$ cat config.mk
export PLATFORM = sky130hd
export DESIGN_NAME = cache_arbiter
export DESIGN_NICKNAME = d
export VERILOG_FILES = /design/src/rtl/cache_arbiter.sv
export SDC_FILE = /design/constraint.sdc
export NUM_CORES = 1
export LEC_CHECK = 0
export CORE_AREA = 2 2 533 535
export CTS_CLUSTER_SIZE = 28
export DETAILED_ROUTE_END_ITERATION = 7
export DIE_AREA = 0 0 535 537
export PLACE_DENSITY_LB_ADDON = 0.05
export SLEW_MARGIN = 5
export SYNTH_ARGS = -nofsm -noshare
export SYNTH_HDL_FRONTEND = slang
export SYNTH_SLANG_ARGS = --single-unit
export TNS_END_PERCENT = 1
$ cat constraint.sdc
create_clock -name clk -period 25.3 [get_ports clk]
set_clock_uncertainty 0.2 [all_clocks]
set_input_delay 3.795 -clock clk [delete_from_list [all_inputs] [get_ports clk]]
set_output_delay 3.795 -clock clk [all_outputs]
set_load 0.01 [all_outputs]
$ cat src/rtl/cache_arbiter.sv
// rtl/cache_arbiter.sv - I-cache / D-cache arbiter for a shared memory line port
//
// Purpose: grants the physical-memory line port to one cache at a time. The
// granted address and write line are registered. The read line is captured
// into line_buf. A one-cycle resp pulse returns to the requester. When both
// caches contend, grants alternate between them.
//
// Ports:
//   clk, rst                         clock, asynchronous active-high reset
//   icache_read/address              I-cache line read request
//   icache_rdata/resp                I-cache returned line and completion pulse
//   dcache_read/write/address/wdata  D-cache line read or write-back request
//   dcache_rdata/resp                D-cache returned line and completion pulse
//   mem_read/write/address/wdata     registered request to memory
//   mem_rdata/resp                   memory read line and completion

module cache_arbiter #(
  parameter int LINE_WIDTH = 256,
  parameter int ADDR_WIDTH = 32
) (
  input  logic                  clk,
  input  logic                  rst,
  input  logic                  icache_read,
  input  logic [ADDR_WIDTH-1:0] icache_address,
  output logic [LINE_WIDTH-1:0] icache_rdata,
  output logic                  icache_resp,
  input  logic                  dcache_read,
  input  logic                  dcache_write,
  input  logic [ADDR_WIDTH-1:0] dcache_address,
  input  logic [LINE_WIDTH-1:0] dcache_wdata,
  output logic [LINE_WIDTH-1:0] dcache_rdata,
  output logic                  dcache_resp,
  output logic                  mem_read,
  output logic                  mem_write,
  output logic [ADDR_WIDTH-1:0] mem_address,
  output logic [LINE_WIDTH-1:0] mem_wdata,
  input  logic [LINE_WIDTH-1:0] mem_rdata,
  input  logic                  mem_resp
);

  typedef enum logic [2:0] {
    IDLE,
    SERVE_I,
    SERVE_D,
    RESP_I,
    RESP_D
  } state_t;

  state_t                  state;
  logic                    prio_d;    // 1: D wins the next contended grant
  logic [LINE_WIDTH-1:0]   line_buf;

  logic i_pend;
  logic d_pend;
  logic grant_d;

  assign i_pend  = icache_read;
  assign d_pend  = dcache_read | dcache_write;
  // D wins when it is the only requester, or when both contend and prio favours D.
  assign grant_d = d_pend & (~i_pend | prio_d);

  assign icache_rdata = line_buf;
  assign dcache_rdata = line_buf;

  always_ff @(posedge clk or posedge rst) begin
    if (rst) begin
      state       <= IDLE;
      prio_d      <= 1'b1;
      line_buf    <= '0;
      mem_read    <= 1'b0;
      mem_write   <= 1'b0;
      mem_address <= '0;
      mem_wdata   <= '0;
      icache_resp <= 1'b0;
      dcache_resp <= 1'b0;
    end else begin
      case (state)
        IDLE: begin
          if (grant_d) begin
            state       <= SERVE_D;
            mem_address <= dcache_address;
            mem_wdata   <= dcache_wdata;
            // A write-back takes precedence if both D strobes are high.
            mem_write   <= dcache_write;
            mem_read    <= ~dcache_write;
          end else if (i_pend) begin
            state       <= SERVE_I;
            mem_address <= icache_address;
            mem_wdata   <= '0;
            mem_read    <= 1'b1;
            mem_write   <= 1'b0;
          end
        end
        SERVE_I, SERVE_D: begin
          if (mem_resp) begin
            line_buf  <= mem_rdata;
            mem_read  <= 1'b0;
            mem_write <= 1'b0;
            // The side just served yields the next contended grant.
            prio_d    <= (state == SERVE_I);
            if (state == SERVE_I) begin
              state       <= RESP_I;
              icache_resp <= 1'b1;
            end else begin
              state       <= RESP_D;
              dcache_resp <= 1'b1;
            end
          end
        end
        RESP_I, RESP_D: begin
          icache_resp <= 1'b0;
          dcache_resp <= 1'b0;
          state       <= IDLE;
        end
        default: begin
          state       <= IDLE;
          mem_read    <= 1'b0;
          mem_write   <= 1'b0;
          icache_resp <= 1'b0;
          dcache_resp <= 1'b0;
        end
      endcase
    end
  end

endmodule

# Yosys cells after proc, flatten, opt, wreduce, memory -nomap -nowiden

Index checks and enable logic that the tools add are counted.

Flip-flop bits (word level): 552
Output and inout bits: 804
Word-level logic and storage cells: 56
Input bits: 582

Bitwise gates (word level): 7
Reduce and logical (&&, ||, !) cells: 10
Muxes and demuxes: 22
Equal/unequal tests: 8

Operators by type and width:

| kind               | count |
|---|---|
| $mux 256           | 2 |
| $mux 32            | 2 |
| $mux 3             | 4 |
| $mux 1             | 9 |
| $reduce_and 3->1   | 3 |
| $eq 3x2->1 const B | 2 |
| $ne 2x2->1 const B | 3 |
| $pmux 1 s3         | 2 |
| $pmux 3 s2         | 1 |
| $reduce_and 2->1   | 3 |
| $not 1->1          | 4 |
| $pmux 1 s2         | 2 |
| $reduce_or 2->1    | 2 |
| $eq 3x1->1 const B | 1 |
| $eq 3x3->1 const B | 1 |
| $logic_not 3->1    | 1 |
| $ne 3x3->1 const B | 1 |
| $or 1x1->1         | 2 |
| $reduce_bool 2->1  | 1 |
| $and 1x1->1        | 1 |

# Longest topological paths before layout

Word-level depth: 5
Gate-level depth with buffers: 8
Mapped depth without buffers: 4

# Worst setup path after synthesis

Ideal clock, no wire load.

Kind: input to register
From: input dcache_write
To: register mem_address[10]
Arrival: 4.860 ns
Stages: 4
Setup time: 0.133 ns
Path buffers: 1
Slack: 20.107 ns
Required time: 24.967 ns
Path through: o21ai_2 -> clkbuf_1 -> mux2i_1 -> o21ai_0

Cells in the longest elaborated chain, start to end: 4
Elaborated cells between the ends (all ways): 5
Classes of those cells: mux: 1; bitwise: 2; reduce/logical: 2

Ends and longest elaborated chain:

| element                            | RTL line | source |
|---|---|---|
| start, declared                    | 28       | `input logic dcache_write,` |
| $or 1x1->1 (*)                     | 58       | `assign d_pend = dcache_read \| dcache_write;` |
| $and 1x1->1 (*)                    | 60       | `assign grant_d = d_pend & (~i_pend \| prio_d);` |
| $reduce_bool 2->1 (no source line) | --       |  |
| $reduce_and 2->1 (no source line)  | --       |  |
| end signal, assigned               | 81       | `mem_address <= dcache_address;` |
| end signal, assigned               | 88       | `mem_address <= icache_address;` |
| end, declared                      | 35       | `output logic [ADDR_WIDTH-1:0] mem_address,` |

Mark *: on every way between the ends. The rest lies on a longest branch, timed or not.
A chain may end at the register's enable or synchronous reset.

# Worst setup path after layout

From: input mem_resp
To: register line_buf[14] (netlist: dcache_rdata[14])

Cells in the longest elaborated chain, start to end: 1

Ends and longest elaborated chain:

| element                           | RTL line | source |
|---|---|---|
| start, declared                   | 38       | `input logic mem_resp` |
| $reduce_and 2->1 (no source line) | --       |  |
| end signal, assigned              | 96       | `line_buf <= mem_rdata;` |
| end, declared                     | 51       | `logic [LINE_WIDTH-1:0] line_buf;` |

No other way between the ends.

==> flow_summary_export.csv <==
group,metric,value,unit
yosys,synthSimpleGateAreaFrac,0.008633,
yosys,synthesis.area,22320,µm²
setup_path,critPathKind,"input pin to flip-flop",
global_routing,grt_use_total,0.1054,
flow_run,maxCapViolations,0,
power_and_ir_drop,ir_worst_vdd,0.00005009,V
final_layout,final_cell_mix,"1385 x clkdlybuf4s50_1, 551 x dfrtp_1, 256 x mux2_2, 256 x a22o_1, 85 x clkbuf_16",
yosys,synthMuxAreaShare,0.1435,
yosys,yosysSeqAreaShare,0.6189,
final_layout,area_growth,84.75,%
drt,drcViolationCount,0,
sta,finalSetupViolations,0,
sta,min_period_over_period,0.3054,
sta,slew_headroom,0.2211,
run_status,status,"complete, no violations",
drt,antenna_left,0,
yosys,avgSynthCellArea,14.43,µm²
power_and_ir_drop,p_leak,15.91,nW
setup_path,worstPathArrival,8.10,ns
clock_network,postCtsSetupRepairBufs,0,
final_layout,fill_cells,31320,
setup_path,worstPathCellList,"clkdlybuf4s50_1 -> nand2b_1 -> nor2_4 -> buf_4 -> buf_4 -> buf_12 -> mux2_2",
clock_network,cts_resized,0,
placed_design,port_buffers,1385,
power_and_ir_drop,p_switching,2.123,mW
power_and_ir_drop,clockPowerShare,0.206,
yosys,synth-xor-area-share,0.0003924,
global_routing,antenna_found_initial,155,
yosys,synth_seq_cells,552,
power_and_ir_drop,power_density,136.4,nW/µm²
hold_path,min_path_type,"flip-flop to flip-flop",
final_layout,mostFrequentLayoutCell,"clkdlybuf4s50_1",
setup_path,end_kind,"flip-flop",
power_and_ir_drop,p_int,3.501,mW
final_layout,utilization,0.1466,
clock_network,cts_max_level,3,
yosys,yosys_warnings,0,
yosys,synthCells,1547,
setup_path,slowest_delay,0.76,ns
clock_network,clk_latency,0.70,ns
clock_network,cts_tree,"yes",
die,dieArea,287300,µm²
final_layout,drive_above_1_share,0.1458,
clock_network,cts_root_buffer,"clkbuf_16",
die,core,281300,µm²
clock_network,clkSlewWorstSetupHoldPaths,0.05,ns
drt,viasPerCell,2.764,
final_layout,regArea,13810,µm²
power_and_ir_drop,swShare,0.3775,
hold_path,min-delay-start,"mem_address[31]",
yosys,synth_fa_ha_area_frac,0.0004485,
drt,wl_met3,17810,µm
global_routing,grt_pass1_wl,201100,µm
yosys,synth_fp_nets,2129,
hold_path,min_to,"mem_address[31]",
sta,rsz0062_at_grt,"no",
placed_design,place.gp.congestion,0.7342,
sta,tightest_slew,1.168,ns
clock_network,cts_buffers,84,
drt,dr_wl_met2,80290,µm
drt,drt-initial-drc-count,470,
die,start_util,0.07934,
setup_path,reg2reg_slack,20.79,ns
setup_path,critPathRequiredTime,25.67,ns
power_and_ir_drop,pwr-share-comb,0.471,
setup_path,r2r-end,"dcache_rdata[14]",
setup_path,cp_max_fo,131,
global_routing,grt_remaining_overflow,0,
drt,top_layer,"met5",
die,rows,195,
clock_network,numClockSinks,552,
sta,clock.fmax,129.4,MHz
die,die_y,537,µm
yosys,synth_top_family_by_area,"multiplexers",
sta,slew_viol_final,0,
setup_path,path_common_cell,"buf_4",
setup_path,rr_worst_depth,6,
setup_path,crit_buf_inv,4,
die,num_io_pins,1386,
final_layout,nets,3265,
setup_path,r2r-start,"state[2]",
drt,wl_met1,52560,µm
clock_network,cts_buffer_depth,3,
drt,drt-total-wl,157100,µm
global_routing,grt_max_degree,166,
placed_design,post-place-ws,16.56,ns
hold_path,hold-path-cell-count,2,
drt,drt_first_pass_iters,4,
placed_design,dp_hpwl,128600,µm
power_and_ir_drop,p_seq_frac,0.323,
sta,fin_crit,7.727,ns
clock_network,ctsHoldBuffers,0,
sta,finalSetupTns,0,ns
yosys,synth_compound_area_frac,0.1118,
setup_path,path_delay_family,"buffers and inverters",
global_routing,first_global_vias,19810,
drt,drt-wirelength-per-cell,24.05,µm
die,floorplan.die.width,535,µm
final_layout,multi_input_area,5934,µm²
sta,fin_ws,17.57,ns
yosys,yosysUniqueCellTypes,29,
setup_path,cp_slowest_cell,"buf_4",
sta,hold_viol,0,
drt,vias,18060,
setup_path,start_kind,"input pin",
## per-layer routing
metal,vias to the layer above,global-route usage
li1,7652,-
met1,8814,0.1008
met2,1116,0.1904
met3,379,0.05433
met4,94,0.04071
met5,-,0
## per-stage QoR
step	instances	area, µm²	hold slack [ns]	power [mW]
3_3_place_gp	6340	38470	0.2703	4.584
3_5_place_dp	6340	38470	0.2718	4.570
4_1_cts	6486	41120	0.2854	5.801
6_report	6532	41240	0.2783	5.624
5_1_grt	6496	41150	0.2963	5.975
2_1_floorplan	1547	22320	0.2373	2.934
## cell type report
cell class,count,area share
diodes,46,0.002791
clock buffers,132,0.06071
clock inverters,14,0.003489
inverters,3,0.0004551
multi-input cells,639,0.1439
flip-flops and latches,552,0.3350
well taps,3743,0.1136
repair buffers,1403,0.3401
## power groups by stage
stage | logic (mW) | clock network [mW] | registers, mW
2_1_floorplan | 1.20 | 0 | 1.74
3_3_place_gp | 2.74 | 0 | 1.85
3_5_place_dp | 2.72 | 0 | 1.85
4_1_cts | 2.72 | 1.23 | 1.85
5_1_grt | 2.83 | 1.26 | 1.88
6_report | 2.65 | 1.16 | 1.82
## how the worst max path moves through the flow
stage,cells after the start,slack (ns),to,start
after floorplan,1,5.87,dcache_rdata[0],rst
after global placement,6,16.68,mem_wdata[233],rst
after detailed placement,6,16.56,mem_wdata[233],rst
after CTS,6,17.37,state[2],rst
after global routing,6,16.98,state[2],rst
final,7,17.57,dcache_rdata[14],mem_resp
## state kept, by name, indices dropped and copies added, names as in the netlist
name,count
dcache_rdata,256
prio_d,1
icache_resp,1
dcache_resp,1
state,3
mem_write,1
mem_address,32
mem_wdata,256
mem_read,1
## logic make-up (layout without fill, tap and decap cells)
kind of cell,count (synthesis),count (layout)
other cells,0,46
buf+inv,356,1552
simple gates,47,47
flops,552,552
xor+xnor,1,1
mux,288,288
compound gates,302,302
fa+ha+maj,1,1
## cells in the mapped netlist
master | n | share of area
o21ai_2 | 1 | 0.00039
clkbuf_1 | 7 | 0.0012
mux2i_1 | 32 | 0.014
a22o_1 | 256 | 0.10
o21ai_0 | 30 | 0.0067
o21ai_1 | 4 | 0.00090
nor3_1 | 1 | 0.00022
buf_4 | 256 | 0.086
o2bb2ai_1 | 1 | 0.00039
a21oi_1 | 4 | 0.00090
maj3_1 | 1 | 0.00045
o32ai_1 | 1 | 0.00039
nor2_1 | 5 | 0.00084
dfrtp_1 | 551 | 0.62
nand2b_1 | 3 | 0.00084
nand2_1 | 35 | 0.0059
or2_1 | 1 | 0.00028
mux2_2 | 256 | 0.13
buf_6 | 30 | 0.015
or2_2 | 1 | 0.00028
a211oi_1 | 3 | 0.0010
a21o_1 | 1 | 0.00034
dfstp_2 | 1 | 0.0012
a31oi_1 | 1 | 0.00028
inv_1 | 3 | 0.00050
xnor2_1 | 1 | 0.00039
buf_2 | 59 | 0.013
buf_1 | 1 | 0.00017
or3_1 | 1 | 0.00028
## worst reg2reg max path: cells and delay by family, from the launching register on
family / cells / cell delay, ns
mux: 1 / 0.83
flops: 1 / 0.45
simple gates: 2 / 0.85
buf+inv: 3 / 2.08
No activity file was read; power rests on OpenSTA's default activity.
==> edit 1, RTL diff (same settings) <==
The parameter `ADDR_WIDTH` goes from 32 to 16.
--- a/src/rtl/cache_arbiter.sv
+++ b/src/rtl/cache_arbiter.sv
@@ -18,3 +18,3 @@
   parameter int LINE_WIDTH = 256,
-  parameter int ADDR_WIDTH = 32
+  parameter int ADDR_WIDTH = 16
 ) (
Ports: changed (resized dcache_address, icache_address and mem_address); port bits go from 1386 to 1338. No check against the original RTL was run, so the function may have changed too.
==> edit 1 against the unedited design <==
- setup slack got worse by 0.25 ns
- sequential cell count is 16 lower
- cell area down 2.7%
- via count decreased by 4.8%
- power is 1.6% lower
- wire length decreased by 3.9%
- cell count shrank 1.9%
- area after synthesis down 3.4%
==> edit 1: results (changes against the unedited design) <==
INFO  metric outcome = finished, final reports clean
INFO  metric critPathMaxFanout = 62 (-53%)
INFO  metric worstSkewPairLatency = 0.70 ns (about the same)
INFO  metric min-delay-start = prio_d$_DFFE_PP1P_
INFO  metric max_clock_freq = 125 MHz (-3.2%)
INFO  metric ff2ff_setup_slack = 20.49 ns (-0.30 ns)
INFO  metric clock_path_buffers = 3 (unchanged)
INFO  metric port_buffers = 1,337 (-3.5%)
INFO  metric post_cts_repair_setup_buffers = 0 (unchanged)
INFO  metric synthesis.area_per_instance = 14.6 um2 (+1.1%)
INFO  metric cts-htree-levels = 3 (unchanged)
INFO  metric static-leakage-power = 0.0154 uW (-2.9%)
INFO  metric hpwlAfterDp = 122,000 um (-5.1%)
INFO  metric vdd_drop_max = 0.0000646 V (+29%)
INFO  metric synth.area.top_cells = dfrtp_1, mux2_2, a22o_1
INFO  metric ys_types = 28 (-3.4%)
INFO  metric finalNonFillerCells = 6,406 (-1.9%)
INFO  metric postRouteWirelength = 151,000 um (-3.9%)
INFO  metric nFillCells = 31,300 (+0.077%)
INFO  metric ctsRootBufferMaster = clkbuf_16
INFO  metric async_reset_ff_share = 100% (unchanged)
INFO  metric vias = 17,200 (-4.8%)
INFO  metric globalplace.congestion = 0.748 (+1.9%)
INFO  metric tightestPinTransition = 1.22 ns (+0.0477 ns)
INFO  metric reg2reg_start = state[2]$_DFFE_PP0P_
INFO  metric layout-drive-gt1-share = 15.7% (+1.1 points)
INFO  metric synthesis.nets = 2,028 (-4.7%)
INFO  metric crit_path_start = mem_resp
INFO  metric grt_first_pass_wirelength = 195,000 um (-3.2%)
INFO  metric first_iter_violations = 494 (+5.1%)
INFO  metric num-nets-final = 3,124 (-4.3%)
INFO  metric grt_antenna_before_repair = 108 (-30%)
INFO  metric drt_pass1_iterations = 4 (unchanged)
INFO  metric dp_cells = 6,231 (-1.7%)
INFO  metric post_cts_resize_count = 0 (unchanged)
INFO  metric cts.clk_slew.worst_paths = 0.07 ns (+0.02 ns)
INFO  metric cts_made_buffers = 84 (unchanged)
INFO  metric vias_in_the_first_global_route = 18,900 (-4.7%)
INFO  metric synth_common_cells = dfrtp_1, buf_4, a22o_1, mux2_2, buf_2
INFO  metric ys.warnings.count = 0 (unchanged)
INFO  metric timing.hold.worst.class = register to register
INFO  metric grtUsageTotal = 10.2% (-0.37 points)
INFO  metric grt_start_max_net_pins = 176 (+6.0%)
INFO  metric synth-seq-area-share = 62.2% (+0.32 points)
==> edit 1: cell types whose count changed in the layout (fill, tap and decap cells not counted), moves of 4 or more <==
| cell | delta |
|---|---|
| buf_4 | +4 |
| clkdlybuf4s50_1 | -48 |
| clkinv_2 | +5 |
| clkinv_8 | -4 |
| dfrtp_1 | -16 |
| diode_2 | -24 |
| mux2i_1 | -16 |
| nand2_1 | -16 |
| o21ai_0 | -22 |
| o21ai_1 | +6 |
==> edit 1: metrics by stage <==
stage          cell area (um2)  hold WS, ns  setup slack (ns)
3_5_place_dp             37300        0.270             16.35
4_1_cts                  40100        0.282             17.15
5_1_grt                  40100        0.306             16.94
3_3_place_gp             37300        0.270             16.46
2_1_floorplan            21600        0.237              6.33
6_report                 40100        0.278             17.32
==> edit 1: area by class of cell <==
type | count | share of cell area, %
sequential | 536 | 33.4
clock inverter | 27 | 0.832
clock buffer | 126 | 6.11
multi-input combinational | 591 | 14.0
timing repair buffer | 1358 | 33.8
inverter | 3 | 0.0468
antenna | 22 | 0.137
tap | 3743 | 11.7
==> edit 1: worst max-delay path, stage by stage <==
cell and delay, ns:
clkdlybuf4s50_1 0.61, nand2b_1 0.17, nor2_4 0.47, buf_4 0.74, buf_4 0.61, buf_4 0.52
buf_4 0.78, mux2_2 0.41
==> edit 1: cell families (layout without fill, tap and decap cells) <==
family,after synthesis,in the layout,share of synthesized area (%)
adder cells (fa/ha/maj),1,1,0.0464
AO/OA/AOI/OAI,286,286,11.2
XOR/XNOR,1,1,0.0406
multiplexers,272,272,14.1
AND/OR/NAND/NOR,31,31,0.638
flip-flops,536,536,62.2
buffers and inverters,351,1514,11.8
other,0,22,0
==> edit 1: worst paths after layout <==
path                                                      end  depth (start not counted)
worst max-delay path            dcache_rdata[117]$_DFFE_PP0P_                          8
worst max register to register  dcache_rdata[117]$_DFFE_PP0P_                          7
worst min register to register             prio_d$_DFFE_PP1P_                          2
max in group asynchronous           mem_wdata[44]$_DFFE_PP0P_                          5
min in group asynchronous          mem_wdata[107]$_DFFE_PP0P_                          2
worst min-delay path                       prio_d$_DFFE_PP1P_                          2
==> edit 1: where the power goes <==
part | switching, uW | total [uW] | internal (uW) | leakage (uW)
combinational | 1110 | 2600 | 1480 | 0.00748
sequential | 477 | 1740 | 1260 | 0.00661
clock | 495 | 1200 | 705 | 0.00136
==> edit 1: routing by layer <==
metal / GRT usage, % / part of all wire [%] / up-vias
met4: 3.05 / 2.9 / 62
met5: 0 / 0.27 / -
met2: 18.7 / 52 / 1021
met1: 9.85 / 34 / 8507
li1: - / - / 7300
met3: 5.18 / 11 / 292
==> edit 2, RTL diff (same flow settings) <==
Made on the original files. Put one more register stage on the output `icache_rdata`, with the module's reset. The value now appears one clock later. The other outputs are not delayed to match.
--- a/src/rtl/cache_arbiter.sv
+++ b/src/rtl/cache_arbiter.sv
@@ -61,3 +61,9 @@
 
-  assign icache_rdata = line_buf;
+  always_ff @(posedge clk or posedge rst) begin
+    if (rst) begin
+      icache_rdata <= '0;
+    end else begin
+      icache_rdata <= line_buf;
+    end
+  end
   assign dcache_rdata = line_buf;
Formal check against the unedited RTL: not equivalent (Yosys sat finds a counterexample within 4 cycles, from zero or initial values and one cycle with rst high).
==> edit 2 against the unedited design <==
- critical path depth rose by 2
- synthesized cell count up 0.26%
- setup slack got worse by 1.4 ns
- wire length increased by 9.1%
- area after synthesis grew 20%
- die area is the same
- clock power is 45% higher
- power grew 20%
- non-clock buffer count grew 4
- sequential cell count increased by 256
- cell area rose by 19%
- sequential share of layout area rose by 7.8 points
- critical path type unchanged
==> edit 2: results (changes against the unedited design) <==
INFO  metric grt_antenna_before_repair = 106 (-32%)
INFO  metric ff2ff_setup_slack = 19.22 ns (-1.57 ns)
INFO  metric port_buffers = 1,385 (unchanged)
INFO  metric ys_types = 31 (+6.9%)
INFO  metric cts_made_buffers = 118 (+40%)
INFO  metric critPathMaxFanout = 56 (-57%)
INFO  metric critical_path_arrival = 9.64 ns (+1.54 ns)
INFO  metric wl_per_cell = 25.1 um (+4.2%)
INFO  metric outcome = finished, final reports clean
INFO  metric synth_common_cells = dfrtp_1, a22o_1, mux2_1
INFO  metric via_density = 2.93 (+6.0%)
INFO  metric syn_inst = 1,551 (+0.26%)
INFO  metric grt_start_max_net_pins = 161 (-3.0%)
INFO  metric globalRouteMet1Util = 11.6% (+1.5 points)
INFO  metric hpwlAfterDp = 135,000 um (+4.9%)
INFO  metric num-nets-final = 3,562 (+9.1%)
INFO  metric layout-drive-gt1-share = 7.17% (-7.4 points)
INFO  metric first_iter_violations = 736 (+57%)
INFO  metric vias = 20,000 (+11%)
INFO  metric top_layer = met5
INFO  metric nFillCells = 30,700 (-2.1%)
INFO  metric grtUsageMet2 = 19.1% (+0.068 points)
INFO  metric dp_cells = 6,602 (+4.1%)
INFO  metric post_cts_resize_count = 0 (unchanged)
INFO  metric cts-htree-levels = 3 (unchanged)
INFO  metric synth.area.top_cells = dfrtp_1, mux2_1, a22o_1
INFO  metric synthesis.nets = 2,133 (+0.19%)
INFO  metric hold_depth = 0 (-2)
INFO  metric clock_path_buffers = 4 (+1)
INFO  metric globalRoute.totalOverflow = 0 (unchanged)
INFO  metric globalplace.congestion = 0.785 (+6.9%)
INFO  metric post-synth-top-area-fraction = 75.1% (+13 points)
INFO  metric ff2ff_path_depth = 8 (+2)
INFO  metric post_dp_cell_area = 44,900 um2 (+17%)
INFO  metric globalRouteMet3Util = 7.14% (+1.7 points)
INFO  metric worstSkewPairLatency = 0.85 ns (+0.15 ns)
INFO  metric finalHoldViolations = 0 (unchanged)
INFO  metric drt_pass1_iterations = 5 (+1)
INFO  metric grtUsageTotal = 11.5% (+0.94 points)
INFO  metric min_delay_worst_endpoint = icache_rdata[167]$_DFF_PP0_
INFO  metric ctsRootBufferMaster = clkbuf_16
INFO  metric reg2reg_to = dcache_rdata[88]$_DFFE_PP0P_
INFO  metric wl_met1 = 58,900 um (+12%)
INFO  metric static-leakage-power = 0.0197 uW (+24%)
INFO  metric tightestPinTransition = 1.25 ns (+0.0780 ns)
INFO  metric detail_route_met2_wl = 82,100 um (+2.2%)
INFO  metric crit_path_max_incr_delay = 0.80 ns (+0.04 ns)
INFO  metric synth-seq-area-share = 75.2% (+13 points)
INFO  metric timing.hold.worst.class = register to register
INFO  metric met3_length = 23,900 um (+34%)
INFO  metric min-delay-start = dcache_rdata[167]$_DFFE_PP0P_
INFO  metric vdd_drop_max = 0.0000779 V (+55%)
INFO  metric grt_first_pass_wirelength = 223,000 um (+11%)
INFO  metric post_cts_repair_setup_buffers = 0 (unchanged)
INFO  metric vias_in_the_first_global_route = 22,200 (+12%)
==> edit 2: cell families after synthesis <==
group | synth area share, %
flip-flops | 75.2
AO/OA/AOI/OAI | 9.22
multiplexers | 11.9
buffers and inverters | 2.70
AND/OR/NAND/NOR | 0.894
XOR/XNOR | 0.0605
==> edit 2: area by class of cell <==
class	instances	share of cell area [%]
Antenna cell	23	0.118
Clock buffer	182	7.14
Clock inverter	27	0.775
Inverter	2	0.0230
Multi-Input combinational cell	643	12.2
Sequential cell	808	41.3
Tap cell	3743	9.58
Timing Repair Buffer	1407	28.8
==> edit 2: worst max-delay path by stage <==
stage	startpoint	cells after the start	slack [ns]	to
3_5_place_dp	mem_resp	9	14.84	dcache_rdata[88]$_DFFE_PP0P_
2_1_floorplan	rst	1	10.21	dcache_rdata[0]$_DFFE_PP0P_
4_1_cts	mem_resp	9	15.76	dcache_rdata[88]$_DFFE_PP0P_
6_report	mem_resp	9	16.14	dcache_rdata[88]$_DFFE_PP0P_
5_1_grt	mem_resp	9	15.51	dcache_rdata[88]$_DFFE_PP0P_
3_3_place_gp	mem_resp	9	14.95	dcache_rdata[254]$_DFFE_PP0P_
==> edit 2: power breakdown <==
part / leakage (uW) / internal [uW] / switching, uW
Combinational: 0.00791 / 1410 / 1360
Clock: 0.00190 / 1020 / 658
Sequential: 0.00986 / 1890 / 384
==> edit 2: per-stage QoR <==
stage          hold WS [ns]  total power, uW  setup WS [ns]  util [%]
3_5_place_dp          0.182             5180          14.84      16.0
4_1_cts               0.149             6960          15.76      17.4
2_1_floorplan         0.229             3190          10.21         -
5_1_grt               0.161             7150          15.51      17.4
6_report              0.145             6730          16.14      17.4
3_3_place_gp          0.183             5200          14.95      16.0
